[src/rtl/vga_timing_pkg.sv]
// Standard 640x480@60 raster constants and the pixel/sync types shared by the
// scan driver and its delay line.
package vga_timing_pkg;

    localparam int H_ACTIVE = 640;
    localparam int H_FP     = 16;
    localparam int H_SYNC   = 96;
    localparam int H_BP     = 48;
    localparam int H_TOTAL  = H_ACTIVE + H_FP + H_SYNC + H_BP;   // 800

    localparam int V_ACTIVE = 480;
    localparam int V_FP     = 10;
    localparam int V_SYNC   = 2;
    localparam int V_BP     = 33;
    localparam int V_TOTAL  = V_ACTIVE + V_FP + V_SYNC + V_BP;   // 525

    typedef struct packed {
        logic [7:0] r;
        logic [7:0] g;
        logic [7:0] b;
    } rgb_t;

    // Sync flags are kept active-high so a cleared pipeline means "no sync".
    typedef struct packed {
        logic hsync;
        logic vsync;
        logic active;
    } sync_t;

endpackage

[src/rtl/sync_delay_line.sv]
// Tick-enabled shift register that realigns raster control bits with the
// PPU's pixel pipeline. DEPTH=0 collapses to a plain wire.
module sync_delay_line #(
    parameter int DEPTH = 1,
    parameter int WIDTH = 1
) (
    input  logic             clk,
    input  logic             reset,
    input  logic             en_i,
    input  logic [WIDTH-1:0] d_i,
    output logic [WIDTH-1:0] q_o
);

    if (DEPTH == 0) begin : g_wire
        logic unused_ok;
        assign unused_ok = &{1'b0, clk, reset, en_i};
        assign q_o       = d_i;
    end else begin : g_shift
        logic [WIDTH-1:0] stage_q [DEPTH];

        // NOTE: this small storage array is reset on purpose; stale sync bits
        // left over from before reset would otherwise reach the pins.
        always_ff @(posedge clk or posedge reset) begin
            if (reset) begin
                for (int i = 0; i < DEPTH; i++) stage_q[i] <= '0;
            end else if (en_i) begin
                stage_q[0] <= d_i;
                for (int i = 1; i < DEPTH; i++) stage_q[i] <= stage_q[i-1];
            end
        end

        assign q_o = stage_q[DEPTH-1];
    end

endmodule

[src/rtl/vga_scan_driver.sv]
// Raster scan generator for the PPU: produces hcount/vcount, realigns sync and
// blank with the PPU pipeline, registers the returned colour onto the VGA pins.
module vga_scan_driver
    import vga_timing_pkg::*;
#(
    parameter int CLK_DIV    = 2,
    parameter int PIPE_DELAY = 0,
    parameter int H_ACT      = H_ACTIVE,
    parameter int H_FRONT    = H_FP,
    parameter int H_SYN      = H_SYNC,
    parameter int H_BACK     = H_BP,
    parameter int V_ACT      = V_ACTIVE,
    parameter int V_FRONT    = V_FP,
    parameter int V_SYN      = V_SYNC,
    parameter int V_BACK     = V_BP
) (
    input  logic        clk,
    input  logic        reset,
    input  logic [23:0] rgb_in,
    output logic [9:0]  hcount,
    output logic [9:0]  vcount,
    output logic [7:0]  VGA_R,
    output logic [7:0]  VGA_G,
    output logic [7:0]  VGA_B,
    output logic        VGA_HS,
    output logic        VGA_VS,
    output logic        VGA_BLANK_n,
    output logic        VGA_SYNC_n,
    output logic        VGA_CLK,
    output logic        vblank,
    output logic        frame_start
);

    localparam int H_TOT = H_ACT + H_FRONT + H_SYN + H_BACK;
    localparam int V_TOT = V_ACT + V_FRONT + V_SYN + V_BACK;

    localparam logic [9:0] H_LAST      = 10'(H_TOT - 1);
    localparam logic [9:0] H_ACT_END   = 10'(H_ACT);
    localparam logic [9:0] H_SYNC_BEG  = 10'(H_ACT + H_FRONT);
    localparam logic [9:0] H_SYNC_END  = 10'(H_ACT + H_FRONT + H_SYN);
    localparam logic [9:0] V_LAST      = 10'(V_TOT - 1);
    localparam logic [9:0] V_ACT_END   = 10'(V_ACT);
    localparam logic [9:0] V_ACT_LAST  = 10'(V_ACT - 1);
    localparam logic [9:0] V_SYNC_BEG  = 10'(V_ACT + V_FRONT);
    localparam logic [9:0] V_SYNC_END  = 10'(V_ACT + V_FRONT + V_SYN);
    localparam logic [1:0] DIV_LAST    = 2'(CLK_DIV - 1);

    logic [1:0] div_q, div_d;
    logic [9:0] h_q, h_d;
    logic [9:0] v_q, v_d;
    logic       tick;
    logic       vga_clk_d;

    rgb_t       rgb_q;
    logic       hs_q, vs_q, blank_n_q;
    logic       vblank_q, fs_q, vga_clk_q;

    sync_t      raw, dly;

    assign tick = (div_q == DIV_LAST);

    always_comb begin
        // NOTE: every signal gets a default before any branch so no latch is inferred.
        div_d = tick ? 2'd0 : div_q + 2'd1;
        h_d   = h_q;
        v_d   = v_q;
        if (tick) begin
            if (h_q == H_LAST) begin
                h_d = '0;
                v_d = (v_q == V_LAST) ? 10'd0 : v_q + 10'd1;
            end else begin
                h_d = h_q + 10'd1;
            end
        end
    end

    // With a 1:1 divider the DAC is clocked from clk directly, so the pin stays low.
    if (CLK_DIV == 1) begin : g_clk_tied
        assign vga_clk_d = 1'b0;
    end else begin : g_clk_div
        localparam logic [1:0] DIV_HALF = 2'(CLK_DIV / 2);
        assign vga_clk_d = (div_d >= DIV_HALF);
    end

    assign raw.hsync  = (h_q >= H_SYNC_BEG) && (h_q < H_SYNC_END);
    assign raw.vsync  = (v_q >= V_SYNC_BEG) && (v_q < V_SYNC_END);
    assign raw.active = (h_q < H_ACT_END) && (v_q < V_ACT_END);

    sync_delay_line #(
        .DEPTH (PIPE_DELAY),
        .WIDTH ($bits(sync_t))
    ) u_sync_delay (
        .clk   (clk),
        .reset (reset),
        .en_i  (tick),
        .d_i   (raw),
        .q_o   (dly)
    );

    always_ff @(posedge clk or posedge reset) begin
        if (reset) begin
            div_q     <= '0;
            h_q       <= '0;
            v_q       <= '0;
            rgb_q     <= '0;
            hs_q      <= 1'b1;
            vs_q      <= 1'b1;
            blank_n_q <= 1'b0;
            vblank_q  <= 1'b0;
            fs_q      <= 1'b0;
            vga_clk_q <= 1'b0;
        end else begin
            // NOTE: non-blocking assignments keep every register sampling pre-edge values.
            div_q     <= div_d;
            h_q       <= h_d;
            v_q       <= v_d;
            vga_clk_q <= vga_clk_d;
            fs_q      <= tick && (h_q == H_LAST) && (v_q == V_ACT_LAST);
            if (tick) begin
                hs_q      <= ~dly.hsync;
                vs_q      <= ~dly.vsync;
                blank_n_q <= dly.active;
                rgb_q     <= dly.active ? rgb_t'(rgb_in) : '0;
                vblank_q  <= (v_d >= V_ACT_END);
            end
        end
    end

    assign hcount      = h_q;
    assign vcount      = v_q;
    assign VGA_R       = rgb_q.r;
    assign VGA_G       = rgb_q.g;
    assign VGA_B       = rgb_q.b;
    assign VGA_HS      = hs_q;
    assign VGA_VS      = vs_q;
    assign VGA_BLANK_n = blank_n_q;
    assign VGA_SYNC_n  = 1'b0;
    assign VGA_CLK     = vga_clk_q;
    assign vblank      = vblank_q;
    assign frame_start = fs_q;

endmodule

[config.mk]
export PLATFORM = sky130hd
export DESIGN_NAME = vga_scan_driver
export DESIGN_NICKNAME = d
export VERILOG_FILES = /design/src/rtl/vga_timing_pkg.sv /design/src/rtl/sync_delay_line.sv /design/src/rtl/vga_scan_driver.sv
export SDC_FILE = /design/constraint.sdc
export NUM_CORES = 1
export LEC_CHECK = 0
export ABC_CLOCK_PERIOD_IN_PS = 5100
export BUFFER_PORTS_ARGS = -buffer_cell sky130_fd_sc_hd__buf_2
export CAP_MARGIN = 20
export CORE_ASPECT_RATIO = 0.7
export CORE_MARGIN = 1
export CORE_UTILIZATION = 55
export CTS_CLUSTER_SIZE = 40
export DETAILED_ROUTE_END_ITERATION = 8
export GPL_TIMING_DRIVEN = 0
export MAX_ROUTING_LAYER = met4
export PLACE_DENSITY = 0.85
export SLEW_MARGIN = 20
export SYNTH_ARGS = -nofsm -noshare
export SYNTH_HDL_FRONTEND = slang
export SYNTH_HIERARCHICAL = 1
export SYNTH_SLANG_ARGS = --single-unit
[constraint.sdc]
create_clock -name clk -period 5.1 [get_ports clk]
set_input_delay 0.51 -clock clk [delete_from_list [all_inputs] [get_ports clk]]
set_output_delay 0.51 -clock clk [all_outputs]
set_load 0.005 [all_outputs]
==> results.yml <==
global_route:
  grt_util_all_layers_pct: 25.2
  grt_pass1_vias: 2026
  grt_overflow: 0
  antenna_found_initial: 0
  grt_start_max_net_pins: 34
  grt_pass1_wl_um: 8940
synthesis:
  ys_top_cells_by_area: "dfrtp_1 50%, nand2_1 11%, o21ai_0 6.9%, ha_1 2.5%, dfstp_2 2.1%"
  ys.warnings.count: 6
  synth_top_area_share_pct: 50.4
  syn_inst: 268
  ys_seq_area_share_pct: 52.5
  yosysTopAreaCell: "dfrtp_1"
  ys_seq_elements: 52
  synth-edff-count: 0
  ys.flop_type: "dfrtp_1"
  syn_area_um2: 2480
  async_flop_share_pct: 100
  synth.avg_cell_area_um2: 9.26
  yosys.cell_types.count: 45
  syn_nets: 299
critical_path:
  arrival_ps: 2370
  path_max_fanout: 10
  crit_type: "reg2reg"
  path_cells: "clkbuf_1, nand4_1, nand2_1, nor2_1, buf_4, clkbuf_1, clkbuf_1, nand2_1, o21ai_0"
  cp_common_cell: "clkbuf_1"
  required_ps: 5320
  cp.buffers_inverters: 4
  cp_top_family: "buffers and inverters"
  crit_slowest_cell: "clkbuf_1"
  worst_setup_path_end_kind: "register"
  cp-start-kind: "register"
  slowest_delay_ps: 400
place:
  place.gp.congestion: 0.864
  dp_hpwl_um: 4030
  port_buffers: 75
  place_ws_ps: 2970
  dpl_cell_area_um2: 2950
  placed_cells: 399
outcome:
  status: "finished clean"
die:
  boundaryPins: 77
  dieArea_um2: 4790
  coreArea_um2: 4330
  die_y_um: 58.2
  std_cell_rows: 20
  die_w_um: 82.3
  initial_core_util_pct: 57.3
final_layout:
  instances_no_fill: 407
  drive_above_1_share_pct: 27.8
  nets: 382
  post-route-util_pct: 71.1
  final_cell_mix: "78 x buf_2, 71 x nand2_1, 50 x dfrtp_1, 34 x o21ai_0, 10 x clkbuf_1"
  n_antenna_cell: 0
  final_cell_area_um2: 3080
  area_growth_pct: 24.1
  layout_commonest_cell: "buf_2"
detailed_routing:
  vias: 2176
  dr.pass1.iters: 4
  drc: 0
  dr.first_iter.drc_count: 98
  vias_per_cell: 5.35
  ant_nets: 0
  wl_um: 5470
  drt-wirelength-per-cell_um: 13.4
clocking:
  post_cts_buffers: 0
  cts_root_buffer: "clkbuf_8"
  cts_tree: "done"
  cts_hold_buffers: 0
  numClockSinks: 52
  clock_latency_ps: 300
  cts.path.max_buffers: 2
  numCtsBuffers: 5
  cts_resized: 0
  htree_num_levels: 2
  clk_pin_slew_ps: 90
sta:
  fmax_mhz: 464
  setup_violations: 0
  rsz0062_at_grt: "false"
  whs_ps: 198
  finalMaxSlewViolations: 0
  setup_tns_ps: 0
  finalCritPeriodShare_pct: 42.3
  skew_ps: 5.76
  timing_hold_violations_final: 0
  setup_ws_ps: 2940
  period_minus_slack_ps: 2160
power_and_ir_drop:
  vdd_drop_max_uv: 184
  power_frac_comb_pct: 4.9
  p_sw_mw: 0.158
  p_sw_share_pct: 19.8
  powerDensity_nw_per_um2: 258
  power_mw: 0.795
  p_leak_nw: 1.53
  clkPwrFrac_pct: 41.4
  intPower_mw: 0.637
  pwr-share-seq_pct: 53.7
min_path:
  hp-class: "in2async"
flow_run:
  cap_violations: 0
==> routing by layer <==
layer / vias up / share of wire (%) / GRT usage (%)
li1: 1062 / - / -
met1: 1033 / 48 / 35.1
met2: 74 / 45 / 37.3
met3: 7 / 5.7 / 5.51
met4: 0 / 1.3 / 7.02
met5: - / 0 / -
==> sequential cells by signal (all words and copies together), names as in the netlist <==
signal and flops:
VGA_BLANK_n 1, VGA_B 8, VGA_CLK 1, VGA_HS 1
hcount 10, VGA_G 8, VGA_VS 1, vcount 10
div_q 2, frame_start 1, VGA_R 8, vblank 1
==> layout make-up <==
type / count / area [um2]
Buffer: 19 / 97.6
Clock buffer: 6 / 72.6
Clock inverter: 2 / 60.1
Fill cell: 340 / 1250
Inverter: 11 / 41.3
Multi-Input combinational cell: 186 / 1040
Sequential cell: 52 / 1300
Tap cell: 55 / 68.8
Timing Repair Buffer: 76 / 395
==> Yosys cell counts (3+ instances only) <==
cell,instances
a21oi_1,5
and2_1,3
and3_1,3
buf_2,3
buf_4,4
clkbuf_1,9
dfrtp_1,50
ha_1,5
inv_1,10
nand2_1,71
nand3_1,6
nand4_1,6
nor2_1,7
nor2b_1,3
nor3_1,5
o21ai_0,34
xnor2_1,6
xor2_1,3
==> logic make-up (layout without fill, tap and decap cells) <==
kind of cell	Yosys count	count (layout)	share of synthesized area, %
AO/OA/AOI/OAI	50	50	11.3
XOR/XNOR	9	9	3.18
adder cells (fa/ha/maj)	5	5	2.52
buffers and inverters	30	114	5.60
flip-flops	52	52	52.5
multiplexers	1	1	0.403
other	1	1	0.151
AND/OR/NAND/NOR	120	120	24.3
==> power by group through the flow <==
stage / combinational (mW) / clock [mW] / sequential (mW)
finish: 0.0389 / 0.329 / 0.426
global route: 0.0445 / 0.351 / 0.428
CTS: 0.0402 / 0.332 / 0.426
detailed placement: 0.0405 / 0 / 0.434
global placement: 0.0369 / 0 / 0.434
floorplan: 0.0140 / 0 / 0.436
==> worst paths after layout <==
kind / startpoint / endpoint / cells after the start / slack [ps]
setup / recovery: vcount[6] / VGA_G[3] / 9 / 2940
hold / removal: reset / VGA_G[1] / 2 / 200
setup reg to reg: vcount[6] / VGA_G[3] / 9 / 2940
hold reg to reg: VGA_B[0] / VGA_B[0] / 2 / 480
max in group asynchronous: reset / hcount[7] / 3 / 4390
min in group clk: rgb_in[18] / VGA_R[2] / 3 / 450
Power figures use the tool's default switching activity.
